File: config.mk
export PLATFORM = sky130hd
export DESIGN_NAME = mem_arbiter
export DESIGN_NICKNAME = d
export VERILOG_FILES = /design/src/rtl/mem_arbiter_pkg.sv /design/src/rtl/mem_arb_starve_ctr.sv /design/src/rtl/mem_arbiter.sv
export SDC_FILE = /design/constraint.sdc
export NUM_CORES = 1
export LEC_CHECK = 0
export ABC_AREA = 1
export CORE_AREA = 4 4 106 108
export CTS_BUF_LIST = sky130_fd_sc_hd__clkbuf_4
export DETAILED_ROUTE_END_ITERATION = 6
export DIE_AREA = 0 0 110 112
export PLACE_DENSITY_LB_ADDON = 0.12
export SKIP_CTS_REPAIR_TIMING = 1
export SLEW_MARGIN = 20
export SYNTH_ARGS = -nofsm -noshare
export SYNTH_HDL_FRONTEND = slang
export SYNTH_SLANG_ARGS = --single-unit
File: constraint.sdc
create_clock -name clk -period 1.9 [get_ports clk]
set_input_delay 0.475 -clock clk [delete_from_list [all_inputs] [get_ports clk]]
set_output_delay 0.475 -clock clk [all_outputs]
set_load 0.01 [all_outputs]
File: src/rtl/mem_arbiter_pkg.sv
// Shared types for the instruction/data memory arbiter: memory command
// encodings, transaction owner, arbiter state and the arbitration rule.
package mem_arbiter_pkg;

  // Memory command: read or write.
  typedef enum logic {
    M_XRD = 1'b0,
    M_XWR = 1'b1
  } MemoryWriteSignal;

  // Memory access size / sign-extension type.
  typedef enum logic [2:0] {
    MT_X  = 3'd0,
    MT_B  = 3'd1,
    MT_H  = 3'd2,
    MT_W  = 3'd3,
    MT_D  = 3'd4,
    MT_BU = 3'd5,
    MT_HU = 3'd6,
    MT_WU = 3'd7
  } MemoryMaskType;

  // Which requester owns the transaction currently in flight.
  typedef enum logic [1:0] {
    OWN_NONE = 2'd0,
    OWN_I    = 2'd1,
    OWN_D    = 2'd2
  } MemArbOwner;

  // Arbiter phase: free, request presented but not yet taken, waiting on response.
  typedef enum logic [1:0] {
    ARB_IDLE  = 2'd0,
    ARB_ISSUE = 2'd1,
    ARB_WAIT  = 2'd2
  } MemArbState;

  // Data normally wins; fetch wins when it is alone or has been starved too long.
  function automatic MemArbOwner pick_winner(input logic i_valid,
                                             input logic d_valid,
                                             input logic fetch_first);
    if (i_valid && (!d_valid || fetch_first)) return OWN_I;
    if (d_valid) return OWN_D;
    return OWN_NONE;
  endfunction

endpackage

File: src/rtl/mem_arb_starve_ctr.sv
// Saturating fetch-starvation counter for the memory arbiter fairness build
// (MEM_ARB_FAIRNESS_EN). Counts cycles a fetch waits without acceptance.
`ifdef MEM_ARB_FAIRNESS_EN
module mem_arb_starve_ctr #(
  parameter int unsigned STARVE_MAX = 8
) (
  input  logic clk_i,
  input  logic rst_i,
  input  logic inc_i,
  input  logic clr_i,
  output logic at_max_o
);

  localparam int unsigned CW = $clog2(STARVE_MAX + 1);
  localparam logic [CW-1:0] MAX_C = CW'(STARVE_MAX);

  logic [CW-1:0] cnt_q, cnt_d;

  // Clear wins over increment; increment stops at the limit.
  always_comb begin
    cnt_d = cnt_q;
    if (clr_i) begin
      cnt_d = '0;
    end else if (inc_i && (cnt_q != MAX_C)) begin
      cnt_d = cnt_q + CW'(1);
    end
  end

  // Counter register.
  always_ff @(posedge clk_i) begin
    if (rst_i) begin
      cnt_q <= '0;
    end else begin
      cnt_q <= cnt_d;
    end
  end

  assign at_max_o = (cnt_q == MAX_C);

endmodule
`endif

File: src/rtl/mem_arbiter.sv
// Arbiter sharing one single-ported backing memory between the fetch port and
// the data port. One transaction in flight at a time; the response is routed
// back to the requester that issued it. Define MEM_ARB_FAIRNESS_EN to let a
// starved fetch overtake data after STARVE_MAX denied cycles.
module mem_arbiter
  import mem_arbiter_pkg::*;
#(
  parameter int unsigned ADDR_W     = 32,
  parameter int unsigned DATA_W     = 32,
  parameter int unsigned STARVE_MAX = 8
) (
  input  logic              clk,
  input  logic              rst,
  // instruction fetch port
  input  logic              i_req_valid,
  input  logic [ADDR_W-1:0] i_req_addr,
  output logic              i_req_ready,
  output logic              i_resp_valid,
  output logic [DATA_W-1:0] i_resp_data,
  // data port
  input  logic              d_req_valid,
  input  logic [ADDR_W-1:0] d_req_addr,
  input  logic [DATA_W-1:0] d_req_data,
  input  logic              d_req_fcn,
  input  logic [2:0]        d_req_typ,
  output logic              d_req_ready,
  output logic              d_resp_valid,
  output logic [DATA_W-1:0] d_resp_data,
  // backing memory
  output logic              m_req_valid,
  input  logic              m_req_ready,
  output logic [ADDR_W-1:0] m_req_addr,
  output logic [DATA_W-1:0] m_req_data,
  output logic              m_req_fcn,
  output logic [2:0]        m_req_typ,
  input  logic              m_resp_valid,
  input  logic [DATA_W-1:0] m_resp_data,
  output logic              busy
);

  MemArbState state_q, state_d;
  MemArbOwner owner_q, owner_d;
  MemArbOwner winner;
  MemArbOwner sel;
  logic       fetch_first;

`ifdef MEM_ARB_FAIRNESS_EN
  logic starve_at_max;

  mem_arb_starve_ctr #(
    .STARVE_MAX(STARVE_MAX)
  ) u_starve_ctr (
    .clk_i    (clk),
    .rst_i    (rst),
    .inc_i    (i_req_valid & ~i_req_ready),
    .clr_i    (i_req_valid & i_req_ready),
    .at_max_o (starve_at_max)
  );

  assign fetch_first = starve_at_max;
`else
  assign fetch_first = 1'b0;
`endif

  assign winner = pick_winner(i_req_valid, d_req_valid, fetch_first);

  // Next-state logic, request mux and handshake routing. The handshakes are
  // combinational so that accept and response land in the same cycle as the
  // memory's ready/valid; only state and owner are registered.
  always_comb begin
    state_d      = state_q;
    owner_d      = owner_q;
    sel          = OWN_NONE;
    i_req_ready  = 1'b0;
    d_req_ready  = 1'b0;
    i_resp_valid = 1'b0;
    i_resp_data  = '0;
    d_resp_valid = 1'b0;
    d_resp_data  = '0;
    m_req_valid  = 1'b0;
    m_req_addr   = '0;
    m_req_data   = '0;
    m_req_fcn    = M_XRD;
    m_req_typ    = MT_X;

    unique case (state_q)
      ARB_IDLE: begin
        sel = winner;
        if (winner != OWN_NONE) begin
          owner_d = winner;
          state_d = m_req_ready ? ARB_WAIT : ARB_ISSUE;
        end
      end
      ARB_ISSUE: begin
        // grant stays with the owner until the memory takes the request
        sel = owner_q;
        if (m_req_ready) begin
          state_d = ARB_WAIT;
        end
      end
      ARB_WAIT: begin
        if (m_resp_valid) begin
          if (owner_q == OWN_I) begin
            i_resp_valid = 1'b1;
            i_resp_data  = m_resp_data;
          end else if (owner_q == OWN_D) begin
            d_resp_valid = 1'b1;
            d_resp_data  = m_resp_data;
          end
          owner_d = OWN_NONE;
          state_d = ARB_IDLE;
        end
      end
      default: begin
        owner_d = OWN_NONE;
        state_d = ARB_IDLE;
      end
    endcase

    if (sel == OWN_I) begin
      m_req_valid = 1'b1;
      m_req_addr  = i_req_addr;
      m_req_fcn   = M_XRD;
      m_req_typ   = MT_W;
      i_req_ready = m_req_ready;
    end else if (sel == OWN_D) begin
      m_req_valid = 1'b1;
      m_req_addr  = d_req_addr;
      m_req_data  = d_req_data;
      m_req_fcn   = d_req_fcn;
      m_req_typ   = d_req_typ;
      d_req_ready = m_req_ready;
    end

    // every handshake output is held low while reset is asserted
    if (rst) begin
      i_req_ready  = 1'b0;
      d_req_ready  = 1'b0;
      i_resp_valid = 1'b0;
      i_resp_data  = '0;
      d_resp_valid = 1'b0;
      d_resp_data  = '0;
      m_req_valid  = 1'b0;
      m_req_addr   = '0;
      m_req_data   = '0;
      m_req_fcn    = M_XRD;
      m_req_typ    = MT_X;
    end
  end

  // State and owner registers; reset abandons any outstanding transaction.
  always_ff @(posedge clk) begin
    if (rst) begin
      state_q <= ARB_IDLE;
      owner_q <= OWN_NONE;
    end else begin
      state_q <= state_d;
      owner_q <= owner_d;
    end
  end

  assign busy = ~rst & ((state_q != ARB_IDLE) | i_req_valid | d_req_valid);

`ifndef SYNTHESIS
  // A requester must hold valid until its request is accepted.
  a_fetch_hold: assert property (@(posedge clk) disable iff (rst)
    (i_req_valid && !i_req_ready) |=> i_req_valid);
  a_data_hold: assert property (@(posedge clk) disable iff (rst)
    (d_req_valid && !d_req_ready) |=> d_req_valid);
`endif

endmodule

Word-level counts from Yosys, hierarchy flattened
Cells that the tools add are included.
{"block": "op_classes", "n_addsub": 0, "n_reduce_logical": 7, "muxes": 53, "magnitude_cmp": 0, "shift": 0, "n_eq_ne": 9, "div": 0, "n_bitwise": 5, "multipliers": 0}
{"cell": "32-bit two-way mux", "count": 15}
{"cell": "1-bit two-way mux", "count": 23}
{"cell": "2-bit two-way mux", "count": 9}
{"cell": "2-bit case mux with 3 select lines", "count": 2}
{"cell": "3-bit two-way mux", "count": 3}
{"cell": "2-bit by 1-bit equality test with 1-bit output, second input constant", "count": 3}
{"cell": "2-bit equality test, second input constant", "count": 3}
{"cell": "2-bit != test, second input constant", "count": 3}
{"cell": "3-bit AND reduction", "count": 2}
{"cell": "2-bit case mux with 2 select lines", "count": 1}
{"cell": "2-bit nonzero test", "count": 2}
{"cell": "2-bit zero test", "count": 1}
{"cell": "1-bit inverter", "count": 2}
{"cell": "1-bit OR", "count": 2}
{"cell": "1-bit AND", "count": 1}
{"cell": "1-bit logical AND", "count": 1}
{"cell": "1-bit zero test", "count": 1}
{"block": "totals", "output_inout_bits": 138, "inputBits": 138, "rom_bits": 0, "latchBits": 0, "ff_bits": 4, "memories": 0, "ramBits": 0}

Longest topological paths before layout
Gate-level depths: netlist (run 1).
{"block": "depth", "word_depth": 11, "depth_mapped": 10, "mapped_depth_nobuf": 8}

Worst setup path before layout (run 1)
OpenSTA, ideal clock, no wires.
{"block": "synth_path", "path_kind": "reg-to-output", "start": "reg state_q[0]", "end": "out m_req_data[10]", "required_time_ns": 1.425, "path_slack_ns": -0.177, "arrival_ns": 1.602, "path_stages_with_launch": 10, "cell_sequence": "dfxtp_1 nand2_1 o21ai_0 inv_1 ha_1 buf_2 nor2_1 nand2_2 buf_6 nor2_1"}
{"block": "synth_between", "elab_chain_len": 6}
{"element": "from (decl)", "line_no": "mem_arbiter.sv:41", "rtl": "MemArbState state_q, state_d;"}
{"element": "from (signal assigned)", "line_no": "mem_arbiter.sv:157", "rtl": "state_q <= state_d;"}
{"element": "2-bit by 1-bit equality test with 1-bit output / 2-bit zero test (equally long branches)", "line_no": "mem_arbiter.sv:86", "rtl": "unique case (state_q)"}
{"element": "2-bit case mux with 2 select lines (*)", "line_no": "mem_arbiter.sv:86"}
{"element": "2-bit equality test", "line_no": "mem_arbiter.sv:126", "rtl": "end else if (sel == OWN_D) begin"}
{"element": "32-bit two-way mux", "line_no": "mem_arbiter.sv:126"}
{"element": "32-bit two-way mux (*)", "line_no": "mem_arbiter.sv:120", "rtl": "if (sel == OWN_I) begin"}
{"element": "32-bit two-way mux (*)", "line_no": "mem_arbiter.sv:136", "rtl": "if (rst) begin"}
{"element": "to (decl)", "line_no": "mem_arbiter.sv:33", "rtl": "output logic [DATA_W-1:0] m_req_data,"}
Every way passes the cells marked *; elsewhere a longest branch is shown, timed or not.

Worst setup path in the final report (run 1)
{"block": "layout_path", "start": "reg state_q[0]", "end": "out m_req_data[30]"}
Same word-level chain as after synthesis.

==> results.yml, run 1 <==
synthesis:
  syn-mean-instance-area_um2: 4.70
  synth_commonest_cells: "nor2_1, inv_1, nand2_1"
  yosys_most_used_dff: "dfxtp_1"
  synth.yosys.seq_area_share_pct: 5.02
  synthMostInstantiatedCell: "nor2_1"
  netlist_top_cells_area: "nor2_1, inv_1, a21oi_1"
  yosysTopAreaCellShare_pct: 25.2
  synth-edff-count: 0
  syn_inst: 339
  synth-seq-cells: 4
  synth_area_mm2: 0.00159
  ys_types: 19
  syn-num-nets: 479
  async_flop_share_pct: 0
  synth_largest_area_cell: "nor2_1"
  yosys_warnings: 0
detailed_routing:
  wl_per_cell_um: 14.8
  via_count: 3270
  antenna_left: 0
  first_pass_iters: 4
  vias_per_cell: 4.20
  drt_iter0_drc: 85
  routed_wl_um: 11600
  drc_errors: 0
pwr:
  p_leak_uw: 0.00262
  p_switching_uw: 519
  comb_power_share_pct: 84.1
  p_per_area_mw_per_mm2: 226
  clockPowerShare_pct: 8.3
  intPower_uw: 750
  swShare_pct: 40.9
  ir_drop_mv: 0.119
  power_frac_seq_pct: 7.6
floorplanning:
  dieHeight_um: 112
  start_util_pct: 15.6
  design.die.area_mm2: 0.0123
  core_area_mm2: 0.0102
  io_pins: 276
  num_rows: 37
  fp.dieW_um: 110
setup_path:
  cpMostUsedCell: "nor2_4"
  path_cells: "nor2_4 > nand2_2 > o21ai_4 > inv_2 > ha_4 > nor2_4 > nand2_8 > clkbuf_16 > nor2_4 > buf_6"
  crit_slowest_cell: "dfxtp_4"
  critPathMaxStageDelay_ns: 0.35
  required_ns: 1.42
  reg2reg_from: "state_q[0]"
  endpoint_kind: "output pin"
  startpoint: "state_q[0]"
  startpoint_type: "register"
  ff2ff_setup_slack_ns: 0.88
  path_delay_family: "simple AND/OR/NAND/NOR gates"
  critPathMaxFanout: 8
  crit_arrival_ns: 1.85
  path_buf_inv: 3
  crit_type: "register to output pin"
layout:
  seqCellArea_um2: 87.6
  drive_above_1_share_pct: 54.8
  fill_cells: 942
  final_nets: 784
  synthToLayoutAreaGrowth_pct: 253
  multiInputGateArea_mm2: 0.00186
  stdcell_area_mm2: 0.00563
global_route:
  antenna_found_initial: 1
  grt_usage_pct: 14.8
  grt_pass1_wl_um: 14500
  grt-ovfl-total: 0
  grt_pass1_vias: 2976
  grt_max_degree: 34
placement:
  gp_congestion: 0.776
  io_buffers: 275
  placed_area_mm2: 0.00504
  hpwl_um: 8660
timing:
  setup_viol: 131
  finalHoldViolCount: 0
  rsz0062_at_grt: "true"
  worst_pin_slew_ns: 0.231
  fin_crit_sh_pct: 122
  finClkSkew_ns: 0.00234
  finalMaxSlewViolations: 0
  holdWs_ns: 0.554
  worst_slack_ns: -0.421
  max_freq_mhz: 431
  min_period_ns: 2.32
  relSlewSlack_pct: 84.6
clocking:
  cts_made_buffers: 3
  clockRootBuffer: "clkbuf_4"
  clock_sinks: 4
  clk_transition_reported_paths_ns: 0.03
  insertion_delay_ns: 0.24
  cts_tree: "built"
  cts_buffer_depth: 2
  htreeDepth: 1
flow_run:
  drv_cap: 0
status:
  violations: "negative setup slack"
  outcome: "complete, but fails checks"
min_path:
  hp-start: "state_q[1]"
  hp-class: "register to register"
==> through the flow <==
stage	power (uW)	utilization [%]	instances	setup WS (ns)	setup TNS, ns
3_3_place_gp	1060	49.2	754	-1.22	-124.60
3_5_place_dp	1060	49.2	754	-1.21	-124.94
4_1_cts	1180	49.4	757	-1.23	-125.78
5_1_grt	1350	55.0	779	-0.496	-43.83
6_report	1270	55.0	779	-0.421	-33.63
2_1_floorplan	506	-	339	-0.0276	-1.33
==> cell usage in the layout, fill, tap and decap left out, types with 2 or more instances in the layout <==
cell             instances
nor2_4                  69
buf_6                   76
nand3_2                 18
nand2_2                  2
a21oi_2                 32
nor2_2                  20
nand2_1                 39
buf_2                   68
clkdlybuf4s50_1        133
nand3_1                 16
dfxtp_4                  2
inv_2                    4
inv_4                    3
dfxtp_1                  2
buf_4                   17
ha_4                     2
buf_12                   8
clkbuf_16               10
dlymetal6s2s_1           2
clkbuf_4                 3
clkbuf_2                 9
inv_1                   72
nor2_1                  20
nand3_4                  2
a21oi_1                  4
==> worst register-to-register path, stage by stage (launching register included) <==
cell     delay (ns)
dfxtp_4        0.35
buf_4          0.14
inv_1          0.05
nand3_1        0.10
nand3_1        0.13
nand2_1        0.06
a21oi_1        0.12
==> metal layers <==
layer	wire length, um	share of wire [%]	vias up	GRT usage (%)
li1	-	-	1612	-
met1	3570	31	1481	12.9
met2	6510	56	165	29.9
met3	1340	12	12	5.91
met4	138	1.2	0	3.74
met5	0	0	-	0
==> layout make-up <==
type	count	area share, %
Timing Repair Buffer	325	56.5
Inverter	79	5.40
Multi-Input combinational cell	231	33.1
Sequential cell	4	1.56
Tap cell	136	3.02
Clock buffer	3	0.400
Antenna cell	1	0.0445
==> cells by family after synthesis <==
kind of cell	after synthesis	synth area share, %
AOI/OAI and AO/OA	39	12.4
adders and majority gates	2	1.57
buffers and inverters	104	30.5
DFF	4	5.02
and+or+nand+nor	190	50.5
==> registers in the layout, summed over array words and instances, names as in the netlist <==
register  count
state_q       2
owner_q       2
==> final timing paths <==
path,end,cells after the start
setup / recovery,m_req_data[30],10
hold / removal,state_q[0],2
setup reg to reg,owner_q[0],6
hold reg to reg,state_q[0],2
==> power by group through the flow <==
| stage | sequential, uW | clock, uW | combinational (uW) |
|---|---|---|---|
| final | 97.0 | 105 | 1070 |
| after global routing | 97.8 | 114 | 1140 |
| after CTS | 95.6 | 111 | 972 |
| after detailed placement | 96.9 | 0 | 967 |
| after global placement | 96.6 | 0 | 960 |
| after floorplan | 98.0 | 0 | 408 |
No activity file was read; power rests on OpenSTA's default activity.
==> run 2: changes to the inputs <==
- GPL_ROUTABILITY_DRIVEN: default -> 0
==> results of run 2 <==
The final DEF is identical to that of run 1; final timing and power are the same.
==> run 3: changes to the inputs <==
- ABC_AREA: 1 -> default
- CORE_AREA: 4 4 106 108 -> 2 2 106 108
- DIE_AREA: 0 0 110 112 -> 0 0 108 110
==> run 3 against run 2 <==
Against the previous run:
- the run still ends with negative setup slack left
- synthesized area is 12% lower
- clock power hardly changed
- core utilization is 4.3 points lower
- count of clock-buffer cells in the layout stayed put
- largest cell class unchanged
- clock skew is 0.0022 ns lower
- setup slack worse by 0.44 ns
- first-iteration DRC count is 14% lower
- die area is 3.6% lower
==> results.yml, run 3 <==
synthesis:
  synth.yosys.seq_area_share_pct: 5.72
  synth_area_mm2: 0.00140
  synthMostInstantiatedCell: "and2_1"
  ys_types: 24
  syn-mean-instance-area_um2: 7.17
  netlist_top_cells_area: "and2_1, a22o_1, dfxtp_1"
  synth_largest_area_cell: "and2_1"
  yosys_most_used_dff: "dfxtp_1"
  syn_inst: 195
  yosysTopAreaCellShare_pct: 44.7
  async_flop_share_pct: 0
  yosys_warnings: 0
  synth-edff-count: 0
  synth-seq-cells: 4
  syn-num-nets: 335
  synth_commonest_cells: "and2_1, a22o_1, a21oi_1, clkbuf_1"
setup_path:
  endpoint_kind: "output pin"
  cpMostUsedCell: "buf_6"
  required_ns: 1.42
  crit_arrival_ns: 2.29
  critPathMaxFanout: 5
  critPathMaxStageDelay_ns: 0.40
  crit_type: "register to output pin"
  crit_slowest_cell: "or3_4"
  startpoint_type: "register"
  path_buf_inv: 5
  path_delay_family: "simple AND/OR/NAND/NOR gates"
  path_cells: "or3_4 > a21oi_4 > ha_4 > nor2b_4 > buf_6 > clkbuf_16 > buf_6 > buf_6 > a22o_1 > buf_2"
floorplanning:
  io_pins: 276
  core_area_mm2: 0.0107
  fp.dieW_um: 108
  num_rows: 38
  dieHeight_um: 110
  start_util_pct: 13.1
  design.die.area_mm2: 0.0119
timing:
  relSlewSlack_pct: 77.7
  max_freq_mhz: 362
  finClkSkew_ns: 0.000124
  rsz0062_at_grt: "true"
  min_period_ns: 2.77
  setup_viol: 137
  worst_slack_ns: -0.866
  finalMaxSlewViolations: 0
  finalHoldViolCount: 0
  fin_crit_sh_pct: 146
  worst_pin_slew_ns: 0.334
min_path:
  hp-class: "input port to register"
pwr:
  p_switching_uw: 349
  ir_drop_mv: 0.0989
  power_frac_seq_pct: 8.8
  swShare_pct: 31.1
  p_per_area_mw_per_mm2: 207
  p_total_uw: 1120
  clockPowerShare_pct: 9.3
  intPower_uw: 774
  p_leak_uw: 0.00265
  comb_power_share_pct: 82.0
clocking:
  clock_sinks: 4
  insertion_delay_ns: 0.23
  cts_buffer_depth: 2
  cts_tree: "built"
  htreeDepth: 1
  cts_made_buffers: 3
  clockRootBuffer: "clkbuf_4"
  clk_transition_reported_paths_ns: 0.04
placement:
  io_buffers: 275
  post-place-ws_ns: -1.49
  placed_area_mm2: 0.00454
  hpwl_um: 7620
status:
  outcome: "complete, but fails checks"
  violations: "negative setup slack"
flow_run:
  drv_cap: 0
layout:
  mostFrequentLayoutCell: "clkdlybuf4s50_1"
  stdcell_area_mm2: 0.00543
  drive_above_1_share_pct: 61.4
  fill_cells: 1048
  synthToLayoutAreaGrowth_pct: 288
  reg_top3: "owner_q (2), state_q (2)"
  antenna_cells: 0
  layout_common_cells: "clkdlybuf4s50_1, buf_6, and2_4"
  seqCellArea_um2: 87.6
  final_nets: 684
  multiInputGateArea_mm2: 0.00146
global_route:
  antenna_found_initial: 0
  grt_pass1_wl_um: 12500
  grt_max_degree: 63
  grt_pass1_vias: 2407
  grt_usage_pct: 12.9
  grt-ovfl-total: 0
detailed_routing:
  first_pass_iters: 4
  antenna_left: 0
  routed_wl_um: 11500
  drc_errors: 0
  drt_iter0_drc: 73
  wl_per_cell_um: 16.8
  via_count: 2785
  vias_per_cell: 4.08
## run 3: changes by cell type after synthesis, sizes merged, moves of 32 or more
cell,previous run,this run
nor2,109,7
inv,79,4
and2,0,100
nand3,36,0
a22o,0,32
nand2,43,2
## run 3: kinds of logic after synthesis
| kind of cell | after synthesis | share of synthesized area, % |
|---|---|---|
| fa+ha+maj | 2 | 1.79 |
| buf+inv | 24 | 10.6 |
| compound gates | 44 | 25.0 |
| simple gates | 121 | 56.9 |
| flops | 4 | 5.72 |
## run 3: metal layers
metal / global-route usage [%] / vias up / part of all wire (%)
met1: 13.8 / 1256 / 33
met4: 2.11 / 0 / 1.0
li1: - / 1354 / -
met2: 24.8 / 165 / 56
met5: 0 / - / 0
met3: 4.53 / 10 / 9.8
## run 3: final cells by class
class                      instances  share of cell area, %
sequential                         4                   1.61
tap                              140                   3.23
clock buffer                       3                  0.415
timing repair buffer             364                   67.6
multi-input combinational        167                   26.8
inverter                           4                  0.277
## run 3: tightest hold or removal path: stages
cell	delay [ns]
buf_6	0.09
buf_4	0.12
nand3b_1	0.07
a21oi_1	0.06
## run 3: path summary, 6_finish.rpt
check | startpoint | end | slack [ns] | depth (start not counted)
max | state_q[0] | m_req_addr[8] | -0.87 | 10
min | i_req_valid | owner_q[0] | 0.64 | 4
max reg2reg | state_q[0] | state_q[0] | 0.53 | 8
min reg2reg | owner_q[1] | owner_q[1] | 0.67 | 3
## run 3: power by group through the flow
stage               sequential [uW]  combinational (uW)  clock, uW
finish                         98.6                 921        104
global route                   99.3                 980        112
CTS                            96.5                 753        109
detailed placement             97.8                 748          0
global placement               97.7                 746          0
floorplan                      98.4                 234          0
## run 3: stage by stage
step	setup TNS (ns)	hold slack (ns)	util (%)	instances
floorplan	-22.00	0.537	-	195
global placement	-157.82	0.636	42.5	612
detailed placement	-158.05	0.647	42.5	612
CTS	-158.29	0.652	42.7	615
global route	-89.85	0.671	50.7	682
finish	-80.24	0.641	50.7	682
==> variant: new RTL, config.mk and constraints of run 2 <==
The option `MEM_ARB_FAIRNESS_EN` is turned on by a define.
--- a/src/rtl/mem_arb_starve_ctr.sv
+++ b/src/rtl/mem_arb_starve_ctr.sv
@@ -1,5 +1,7 @@
 // Saturating fetch-starvation counter for the memory arbiter fairness build
 // (MEM_ARB_FAIRNESS_EN). Counts cycles a fetch waits without acceptance.
+`define MEM_ARB_FAIRNESS_EN
+
 `ifdef MEM_ARB_FAIRNESS_EN
 module mem_arb_starve_ctr #(
   parameter int unsigned STARVE_MAX = 8
Function: changed (Yosys sat finds a counterexample within 10 cycles, from zero or initial values and one cycle with rst high).
==> variant against run 2 <==
The run still ends with negative setup slack left; synthesized cell count rose by 10%; total power rose by 14%; global-route usage rose by 1.1 points; sequential cell count rose by 4; wire length rose by 8.4%; area after synthesis rose by 8.9%; final area rose by 8.8%; setup slack got worse by 0.27 ns; fmax fell by 10%; final cell count rose by 9.2%.
==> variant: results (changes against run 2) <==
{| class="wikitable"
! Metric !! Value
|-
| Maximum fanout count along the critical path || 6 (was 8)
|-
| Clock-pin slew of the registers on the worst-case setup and hold paths || 0.06 ns (was 0.03 ns)
|-
| Final wirelength || 12,500 um (was 11,600 um)
|-
| Proportion of synthesized chip area in sequential cells || 9.23% (was 5.02%)
|-
| Met1 Use GR || 15.9% (was 12.9%)
|-
| Switch share || 39.3% (was 40.9%)
|-
| Number of distinct standard cells referenced by the synthesized netlist || 17 (was 19)
|-
| Slowest cell on crit path || sky130_fd_sc_hd__dfxtp_2 (was sky130_fd_sc_hd__dfxtp_4)
|-
| Met2 track utilization from global routing || 32.4% (was 29.9%)
|-
| Violations in the final reports || negative setup slack (unchanged)
|-
| Wirelength per Cell || 14.7 um (was 14.8 um)
|-
| Clock skew after layout || 0.00350 ns (was 0.00234 ns)
|-
| Number of violations reported at the end of detailed-routing iteration 0 || 78 (was 85)
|-
| Total Negative Setup Slacks || -52.35 ns (was -33.63 ns)
|-
| Nets || 859 (was 784)
|-
| Vias in the first global route || 3,266 (was 2,976)
|-
| Result of the run || complete, but fails checks (unchanged)
|-
| Pin count of the biggest net entering global routing || 37 (was 34)
|-
| Synth top cells by count || sky130_fd_sc_hd__nor2_1, sky130_fd_sc_hd__inv_1, sky130_fd_sc_hd__nand2_1 (unchanged)
|-
| Mean instance size in the synthesized netlist || 4.64 um2 (was 4.70 um2)
|-
| Number of setup violations in the final report || 125 (was 131)
|-
| Post-detailed-placement half-perimeter wirelength || 8920 um (was 8660 um)
|-
| Met3 track utilization from global routing || 3.54% (was 5.91%)
|-
| Final worst slack || -0.687 ns (was -0.421 ns)
|-
| Reg2Reg Setup Slack || 0.01 ns (was 0.88 ns)
|-
| Maximum resistive drop on vdd || 0.142 mV (was 0.119 mV)
|}
[variant: changes by cell type after synthesis, sizes merged, moves of 3 or more]
cell   before  now
nor2      109  106
nand3      36   42
dfxtp       4    8
nand2      43   57
a21oi      36   41
inv        79   85
[variant: power groups by stage]
stage               combinational, mW  clock (mW)  sequential, mW
floorplan                       0.397           0           0.190
global placement                0.935           0           0.188
detailed placement              0.944           0           0.189
CTS                             0.949       0.134           0.185
global route                     1.20       0.147           0.189
finish                           1.12       0.129           0.187
[variant: layout make-up]
type                       count  area, um2  area share (%)
timing repair buffer         362       3370            55.0
multi-input combinational    257       2070            33.7
inverter                      85        329            5.38
tap                          136        170            2.78
sequential                     8        169            2.76
clock buffer                   3       22.5           0.368
[variant: per-layer routing]
metal / vias up / share of wire, %
li1: 1800 / -
met3: 22 / 7.6
met1: 1632 / 34
met5: - / 0
met4: 0 / 2.0
met2: 142 / 56
[variant: worst max-delay path: cells and delay by family (launching register included)]
family	cells	cell delay (ns)
buffers and inverters	6	0.60
adders and majority gates	2	0.34
and+or+nand+nor	6	0.47
DFF	1	0.33
AOI/OAI and AO/OA	1	0.09
[variant: through the flow]
stage	util [%]	power (mW)	cell area (um2)	setup WS, ns
floorplan	-	0.587	2220	-0.316
global placement	51.9	1.12	5310	-1.40
detailed placement	51.9	1.13	5310	-1.38
CTS	52.1	1.27	5330	-1.40
global route	59.8	1.54	6120	-0.824
finish	59.8	1.44	6120	-0.687
[variant: worst paths after layout]
path              cells after the start               endpoint                  start
setup / recovery                     15         m_req_data[19]  u_starve_ctr.cnt_q[0]
hold / removal                        1             state_q[0]             state_q[1]
setup reg to reg                     16  u_starve_ctr.cnt_q[1]  u_starve_ctr.cnt_q[0]
hold reg to reg                       1             state_q[0]             state_q[1]
[variant: cells by family (layout without fill, tap and decap cells)]
group	after synthesis	after routing	synth area share [%]
AOI/OAI and AO/OA	43	43	12.4
DFF	8	8	9.23
adders and majority gates	4	4	2.88
buffers and inverters	109	450	25.1
xor gates and xnor gates	1	1	0.505
and+or+nand+nor	209	209	49.9
